$ cat src/rtl/bcd_pkg.sv
// Shared types and constants for the sequential BCD-to-binary converter.
package bcd_pkg;

  localparam int unsigned DIGIT_W = 4;
  localparam int unsigned BCD_W   = 12;
  localparam int unsigned MAG_W   = 10;
  localparam int unsigned OUT_W   = 8;
  localparam int unsigned CNT_W   = 4;

  localparam int unsigned N_ITER  = 10;
  localparam int unsigned POS_MAX = 127;
  localparam int unsigned NEG_MAX = 128;

  localparam logic [OUT_W-1:0] SAT_POS = 8'h7F;
  localparam logic [OUT_W-1:0] SAT_NEG = 8'h80;

  typedef enum logic [1:0] {
    IDLE   = 2'd0,
    CONV   = 2'd1,
    FINISH = 2'd2
  } state_t;

  // A BCD digit above 9 cannot be converted.
  function automatic logic digit_bad(input logic [DIGIT_W-1:0] d);
    return d > 4'd9;
  endfunction

endpackage

$ cat src/rtl/bcd_digit_adj.sv
// Reverse double-dabble digit correction: subtract 3 when the digit is 8 or more.
module bcd_digit_adj
  import bcd_pkg::*;
(
  input  logic [DIGIT_W-1:0] digit,
  output logic [DIGIT_W-1:0] adj_c
);

  assign adj_c = (digit >= 4'd8) ? digit - 4'd3 : digit;

endmodule

$ cat src/rtl/bcd_to_binary_seq.sv
// Sequential 3-digit signed BCD to 8-bit two's-complement converter with
// saturation and bad-digit detection; one bit of magnitude per CONV cycle.
module bcd_to_binary_seq
  import bcd_pkg::*;
(
  input  logic             clk,
  input  logic             rst,
  input  logic             start,
  input  logic             neg,
  input  logic [3:0]       hundreds,
  input  logic [3:0]       tens,
  input  logic [3:0]       ones,
  output logic             busy,
  output logic             done,
  output logic [OUT_W-1:0] binary,
  output logic             overflow,
  output logic             bad_digit
);

  state_t             state, state_d;
  logic [BCD_W-1:0]   bcd_q, bcd_d;
  logic [MAG_W-1:0]   mag_q, mag_d;
  logic [CNT_W-1:0]   cnt_q, cnt_d;
  logic               neg_q, neg_d;
  logic               err_q, err_d;
  logic               busy_d, done_d, overflow_d, bad_digit_d;
  logic [OUT_W-1:0]   binary_d;

  logic [BCD_W-1:0]   bcd_shift;
  logic [BCD_W-1:0]   bcd_adj;

  assign bcd_shift = {1'b0, bcd_q[BCD_W-1:1]};

  bcd_digit_adj u_adj_ones (.digit(bcd_shift[3:0]),  .adj_c(bcd_adj[3:0]));
  bcd_digit_adj u_adj_tens (.digit(bcd_shift[7:4]),  .adj_c(bcd_adj[7:4]));
  bcd_digit_adj u_adj_hund (.digit(bcd_shift[11:8]), .adj_c(bcd_adj[11:8]));

  // Next-state and registered-output logic.
  always_comb begin
    state_d     = state;
    bcd_d       = bcd_q;
    mag_d       = mag_q;
    cnt_d       = cnt_q;
    neg_d       = neg_q;
    err_d       = err_q;
    done_d      = 1'b0;
    binary_d    = binary;
    overflow_d  = overflow;
    bad_digit_d = bad_digit;

    case (state)
      IDLE: begin
        if (start) begin
          neg_d   = neg;
          bcd_d   = {hundreds, tens, ones};
          mag_d   = '0;
          cnt_d   = '0;
          err_d   = digit_bad(hundreds) | digit_bad(tens) | digit_bad(ones);
          state_d = err_d ? FINISH : CONV;
        end
      end
      CONV: begin
        bcd_d = bcd_adj;
        mag_d = {bcd_q[0], mag_q[MAG_W-1:1]};
        cnt_d = cnt_q + CNT_W'(1);
        if (cnt_q == CNT_W'(N_ITER - 1)) state_d = FINISH;
      end
      FINISH: begin
        done_d      = 1'b1;
        state_d     = IDLE;
        bad_digit_d = err_q;
        overflow_d  = 1'b0;
        if (err_q) begin
          binary_d = '0;
        end else if (!neg_q) begin
          if (mag_q > MAG_W'(POS_MAX)) begin
            binary_d   = SAT_POS;
            overflow_d = 1'b1;
          end else begin
            binary_d = mag_q[OUT_W-1:0];
          end
        end else begin
          // Negating zero yields zero, so there is no negative zero.
          if (mag_q > MAG_W'(NEG_MAX)) begin
            binary_d   = SAT_NEG;
            overflow_d = 1'b1;
          end else begin
            binary_d = ~mag_q[OUT_W-1:0] + 8'd1;
          end
        end
      end
      default: state_d = IDLE;
    endcase

    busy_d = (state_d != IDLE);
  end

  // State and output registers.
  always_ff @(posedge clk) begin
    if (rst) begin
      state     <= IDLE;
      bcd_q     <= '0;
      mag_q     <= '0;
      cnt_q     <= '0;
      neg_q     <= 1'b0;
      err_q     <= 1'b0;
      busy      <= 1'b0;
      done      <= 1'b0;
      binary    <= '0;
      overflow  <= 1'b0;
      bad_digit <= 1'b0;
    end else begin
      state     <= state_d;
      bcd_q     <= bcd_d;
      mag_q     <= mag_d;
      cnt_q     <= cnt_d;
      neg_q     <= neg_d;
      err_q     <= err_d;
      busy      <= busy_d;
      done      <= done_d;
      binary    <= binary_d;
      overflow  <= overflow_d;
      bad_digit <= bad_digit_d;
    end
  end

endmodule

$ cat config.mk
export PLATFORM = sky130hd
export DESIGN_NAME = bcd_to_binary_seq
export DESIGN_NICKNAME = d
export VERILOG_FILES = /design/src/rtl/bcd_pkg.sv /design/src/rtl/bcd_digit_adj.sv /design/src/rtl/bcd_to_binary_seq.sv
export SDC_FILE = /design/constraint.sdc
export NUM_CORES = 1
export LEC_CHECK = 0
export BUFFER_PORTS_ARGS = -buffer_cell sky130_fd_sc_hd__buf_2
export CAP_MARGIN = 20
export CORE_MARGIN = 3
export CORE_UTILIZATION = 40
export CTS_CLUSTER_SIZE = 28
export DETAILED_ROUTE_END_ITERATION = 10
export SLEW_MARGIN = 20
export SYNTH_ARGS = -nofsm -noshare
export SYNTH_HDL_FRONTEND = slang
export SYNTH_SLANG_ARGS = --single-unit
export TNS_END_PERCENT = 10
$ cat constraint.sdc
create_clock -name clk -period 1.4 [get_ports clk]
set_input_delay 0.07 -clock clk [delete_from_list [all_inputs] [get_ports clk]]
set_output_delay 0.07 -clock clk [all_outputs]
set_load 0.02 [all_outputs]
# Word level (Yosys, flattened, before mapping)
# Index checks and enable logic that the tools add are counted.
# word_totals
register_bits	42
latchBits	0
mem_bits_rw	0
romBits	0
output_inout_bits	12
wordCells	58
memories	0
# op_classes
n_addsub	5
multipliers	0
div	0
order_cmp	8
n_eq_ne	4
shift	0
muxes	22
bitwise	3
reduce_logical	5
# op_table
operator	count
8-bit 2-to-1 mux	4
12-bit one-hot mux with 2 select lines	1
10-bit one-hot mux with 2 select lines	1
4-bit 2-to-1 mux	4
4-bit > comparator (second input constant)	3
12-bit 2-to-1 mux	1
10-bit by 7-bit > comparator with 1-bit output (second input constant)	1
10-bit by 8-bit > comparator with 1-bit output (second input constant)	1
10-bit 2-to-1 mux	1
8-bit by 1-bit adder with 8-bit output (second input constant)	1
4-bit >= comparator (second input constant)	2
8-bit inverter	1
4-bit one-hot mux with 2 select lines	1
4-bit by 2-bit subtractor with 4-bit output (second input constant)	2
2-bit 2-to-1 mux	3
1-bit 2-to-1 mux	5
4-bit by 1-bit adder with 4-bit output (second input constant)	1
4-bit == test (second input constant)	1
3-bit by 4-bit >= comparator with 1-bit output (second input constant)	1
2-bit one-hot mux with 2 select lines	1
2-bit AND reduction	2
2-bit nonzero test	2
3-bit by 2-bit subtractor with 4-bit output (second input constant)	1
2-bit by 1-bit == test with 1-bit output (second input constant)	1
4 further kinds	5

# Depth between registers and ports, before layout
# logic_depth
ltp_word	7
mapped_depth	7

# Modules after synthesis
# A second synthesis with hierarchy kept.
# unflattened
cells_unflattened	260
area_unflattened_um2	2165.8
# modules_own_cells
mod	instances	cells_each	area_each_um2	seq_area_each_um2
bcd_to_binary_seq	1	227	1936.9	840.8
bcd_digit_adj	3	11	76.3	0.0

# Least setup slack after synthesis
# OpenSTA, ideal clock, no wires.
# synth_timing
path_kind	flip-flop to flip-flop
start	reg mag_q[1]
end	reg binary[0]
setup_ns	0.117
arrival_ns	1.410
slack_ns	-0.127
path_stages_with_launch	8
path_buffers	1
path_cell_list	dfxtp_1 > inv_1 > ha_1 > clkbuf_1 > nor2b_1 > a21boi_2 > o31ai_4 > a32o_1
# synth_via
elab_chain_len	4
# synth_rtl
element	line	source
from (decl)	bcd_to_binary_seq.sv:22	logic [MAG_W-1:0] mag_q, mag_d;
from (signal assigned)	bcd_to_binary_seq.sv:115	mag_q <= mag_d;
10-bit by 7-bit > comparator with 1-bit output / 10-bit by 8-bit > comparator with 1-bit output (equally long branches)	bcd_to_binary_seq.sv:76, bcd_to_binary_seq.sv:84	
8-bit 2-to-1 mux, on equally long branches	bcd_to_binary_seq.sv:76, bcd_to_binary_seq.sv:84	
8-bit 2-to-1 mux *	bcd_to_binary_seq.sv:75	end else if (!neg_q) begin
8-bit 2-to-1 mux *	bcd_to_binary_seq.sv:73	if (err_q) begin
to (signal assigned)	bcd_to_binary_seq.sv:121	binary <= binary_d;
to (decl)	bcd_to_binary_seq.sv:15	output logic [OUT_W-1:0] binary,
# Every way passes the cells marked *; elsewhere a longest branch is shown, timed or not.
# A chain may end at the register's enable or synchronous reset.

# Final worst setup path
# layout_timing
start	reg mag_q[1]
end	reg binary[4]
# layout_via
elab_chain_len	5
# layout_rtl
element	line	source
8-bit inverter	bcd_to_binary_seq.sv:88	binary_d = ~mag_q[OUT_W-1:0] + 8'd1;
8-bit by 1-bit adder with 8-bit output	bcd_to_binary_seq.sv:88	
8-bit 2-to-1 mux	bcd_to_binary_seq.sv:84	if (mag_q > MAG_W'(NEG_MAX)) begin
8-bit 2-to-1 mux *	bcd_to_binary_seq.sv:75	
8-bit 2-to-1 mux *	bcd_to_binary_seq.sv:73	
# Marks and branches as above.

==> results.yml <==
placed_design:
  routabilityCongestion: 0.839
  dp.cells: 358
  numPortBuffers: 27
  placed_area_um2: 2480
  dp_hpwl_um: 3410
  dp_slack_ps: -2.32
synthesis:
  synthMuxAreaShare_pct: 0.935
  synth_area_um2: 2140
  synth-seq-area-share_pct: 39.3
  synth_top_family_by_area: "simple AND/OR/NAND/NOR gates"
  yosysMostFrequentCell: "dfxtp_1"
  ys_ff_latch: 42
  synth_edf_count: 0
  synth_cell_types: 41
  async_flop_share_pct: 0
  ys.flop_type: "dfxtp_1"
  synthTopCellsByCount: "dfxtp_1 (42), nand2_1 (35), nor2_1 (28), a21oi_1 (26), nand3_1 (14)"
  yosysTopAreaCell: "dfxtp_1"
  syn_area_per_cell_um2: 8.33
  synth_warnings: 0
  synth_area_leaders: "dfxtp_1 (39%), nand2_1 (6.1%), a21oi_1 (6.1%), nor2_1 (4.9%), ha_1 (4.1%)"
  synth_cells: 257
  synth_fa_ha_area_share_pct: 4.09
  synth_fp_nets: 280
  yosys.area_share.xor_xnor_pct: 2.04
  synth-compound-area-share_pct: 21.7
  synthDominantCellAreaShare_pct: 39.3
  synth-simple-area-share_pct: 25.2
sta:
  setup_ws_ps: 37.0
  drv_slew: 0
  fin_skew_ps: 8.17
  tightest_slew_ps: 407
  period_needed_ps: 1360
  rsz0062_at_grt: "yes"
  hold_viol_final: 0
  setup_violations: 0
  slew_headroom_pct: 72.8
  clock.fmax_mhz: 734
  tns_ps: 0
  final.period_utilization_pct: 97.4
route:
  ant_nets: 0
  wire_per_inst_um: 13.0
  drt-initial-drc-count: 60
  drt-pass1-iter-count: 4
  wirelength_um: 4800
  vias_per_cell: 5.21
  drc: 0
  vias: 1919
clocking:
  cts_inserted_buffers: 5
  clock_latency_ps: 290
  clock-sinks: 42
  cts.path.max_buffers: 2
  cts.clk_slew.worst_paths_ps: 80
  htree_levels: 2
  cts_tree: "done"
  root_buffer: "clkbuf_8"
global_routing:
  grt_pass1_wl_um: 8340
  grt_max_degree: 32
  antenna_found_initial: 0
  grt_pass1_vias: 1786
  top_usage_layer: "met2"
  met3_usage_pct: 3.85
  grt-ovfl-total: 0
  grt.total_usage_pct: 16.7
  grtUsageMet1_pct: 21.2
  grt_util_met2_pct: 27.5
worst_setup_path:
  cp_slowest_cell: "dfxtp_4"
  cp_cell_sequence: "inv_2 > ha_4 > nor2b_4 > a21boi_2 > o31ai_4 > a32o_1"
  regToRegEndpoint: "binary[4]"
  r2r_cells: 6
  critPathLaunchType: "register"
  cp_data_required_time_ps: 1590
  crit_start: "mag_q[1]"
  crit_arrival_ps: 1560
  criticalPathCategory: "reg -> reg"
  r2r_start: "mag_q[1]"
  cp_max_fo: 5
  cpPeakStageDelay_ps: 370
  cp-end-kind: "register"
  rrSetupSlack_ps: 40
finish:
  antenna_cells: 0
  final_area_um2: 2630
  fin_nets: 320
  drive_above_1_share_pct: 28.5
  fin_cells: 368
  area_delta_synth_final_pct: 22.7
min_path:
  hp-start: "rst"
  whs_path_depth: 2
  hold_end: "done"
  hold_path.class: "in -> reg"
die:
  coreArea_um2: 5140
  row_count: 26
  io_pins: 28
  dieArea_um2: 6270
  initial_core_util_pct: 41.7
  fp.dieH_um: 79.2
  dieWidth_um: 79.2
pwr:
  cellPowerDensity_nw_per_um2: 930
  peakVddDrop_v: 0.000514
  leakage_nw: 1.05
job:
  cap_violations: 0
outcome:
  status: "complete, no violations"
[cell usage in the layout (no fill, tap or decap), types with 2 or more instances in the layout]
cell / instances
nor2b_1: 2
o211a_1: 2
nand2_1: 35
a31oi_1: 3
xnor2_1: 4
clkbuf_8: 6
nor4_4: 2
ha_1: 6
buf_12: 2
o21ai_0: 5
nor4_1: 3
nand2b_1: 6
a311oi_1: 5
a32o_1: 5
inv_1: 5
o21ai_1: 2
a22oi_1: 4
a21oi_1: 26
nor2_1: 28
a211oi_1: 2
dfxtp_2: 7
nor3_1: 10
nand3_1: 14
a221oi_1: 2
inv_2: 2
mux2i_1: 2
a21boi_2: 2
nand4b_1: 2
dfxtp_1: 32
buf_4: 22
dfxtp_4: 3
buf_6: 2
o21ba_1: 2
buf_2: 27
[per-layer routing]
layer  up-vias  share of wire [%]
met3         5                4.1
li1        990                  -
met4         0                1.4
met1       891                 48
met2        33                 47
met5         -                  0
[kinds of logic after synthesis]
group                      Yosys count
DFF                                 42
muxes                                2
buffers and inverters               28
xor gates and xnor gates             5
AOI/OAI and AO/OA                   66
and+or+nand+nor                    107
adders and majority gates            7
[registers in the layout, summed over array words and instances, names as in the netlist]
register	count
bcd_q	12
mag_q	10
binary	8
cnt_q	4
state	2
bad_digit	1
busy	1
done	1
err_q	1
neg_q	1
overflow	1
[worst max-delay path by stage]
stage | endpoint | slack (ps) | cells past startpoint
floorplan | binary[0] | -20 | 7
global placement | binary[2] | -10 | 4
detailed placement | binary[2] | -2 | 4
CTS | binary[5] | 5 | 4
global route | binary[0] | -50 | 4
finish | binary[4] | 40 | 6
[worst max-delay path: cells and delay by family, from the launching register on]
kind | cells | cell delay (ps)
fa+ha+maj | 1 | 170
flops | 1 | 370
simple gates | 1 | 130
compound gates | 3 | 540
buf+inv | 1 | 50
[stage by stage]
stage	power (W)	util, %	hold WS (ps)
3_5_place_dp	0.00166	48.3	317
6_report	0.00245	51.1	23.8
4_1_cts	0.00249	50.4	14.7
2_1_floorplan	0.00154	-	206
5_1_grt	0.00259	51.1	28.0
3_3_place_gp	0.00166	48.3	321
[cell type report]
cell class / instances / area (um2)
fill: 530 / 2510
sequential: 42 / 861
clock buffer: 7 / 86.3
tap: 70 / 87.6
clock inverter: 1 / 5.00
timing repair buffer: 54 / 373
multi-input combinational: 187 / 1190
inverter: 7 / 26.3
[power breakdown]
part           switching (W)  internal (W)
clock               0.000404      0.000398
sequential         0.0000469       0.00124
combinational       0.000194      0.000166
total               0.000645       0.00180
[timing repair]
| item | CTS | global route |
|---|---|---|
| hold endpoints to repair | 1 | 0 |
| gates resized for setup | 3 | 13 |
| pin swaps | 0 | 9 |
| buffers inserted | 0 | 1 |
| hold buffers | 1 | 0 |
| endpoints found under the setup margin | 4 | 23 |
(Power assumes the default switching activity.)
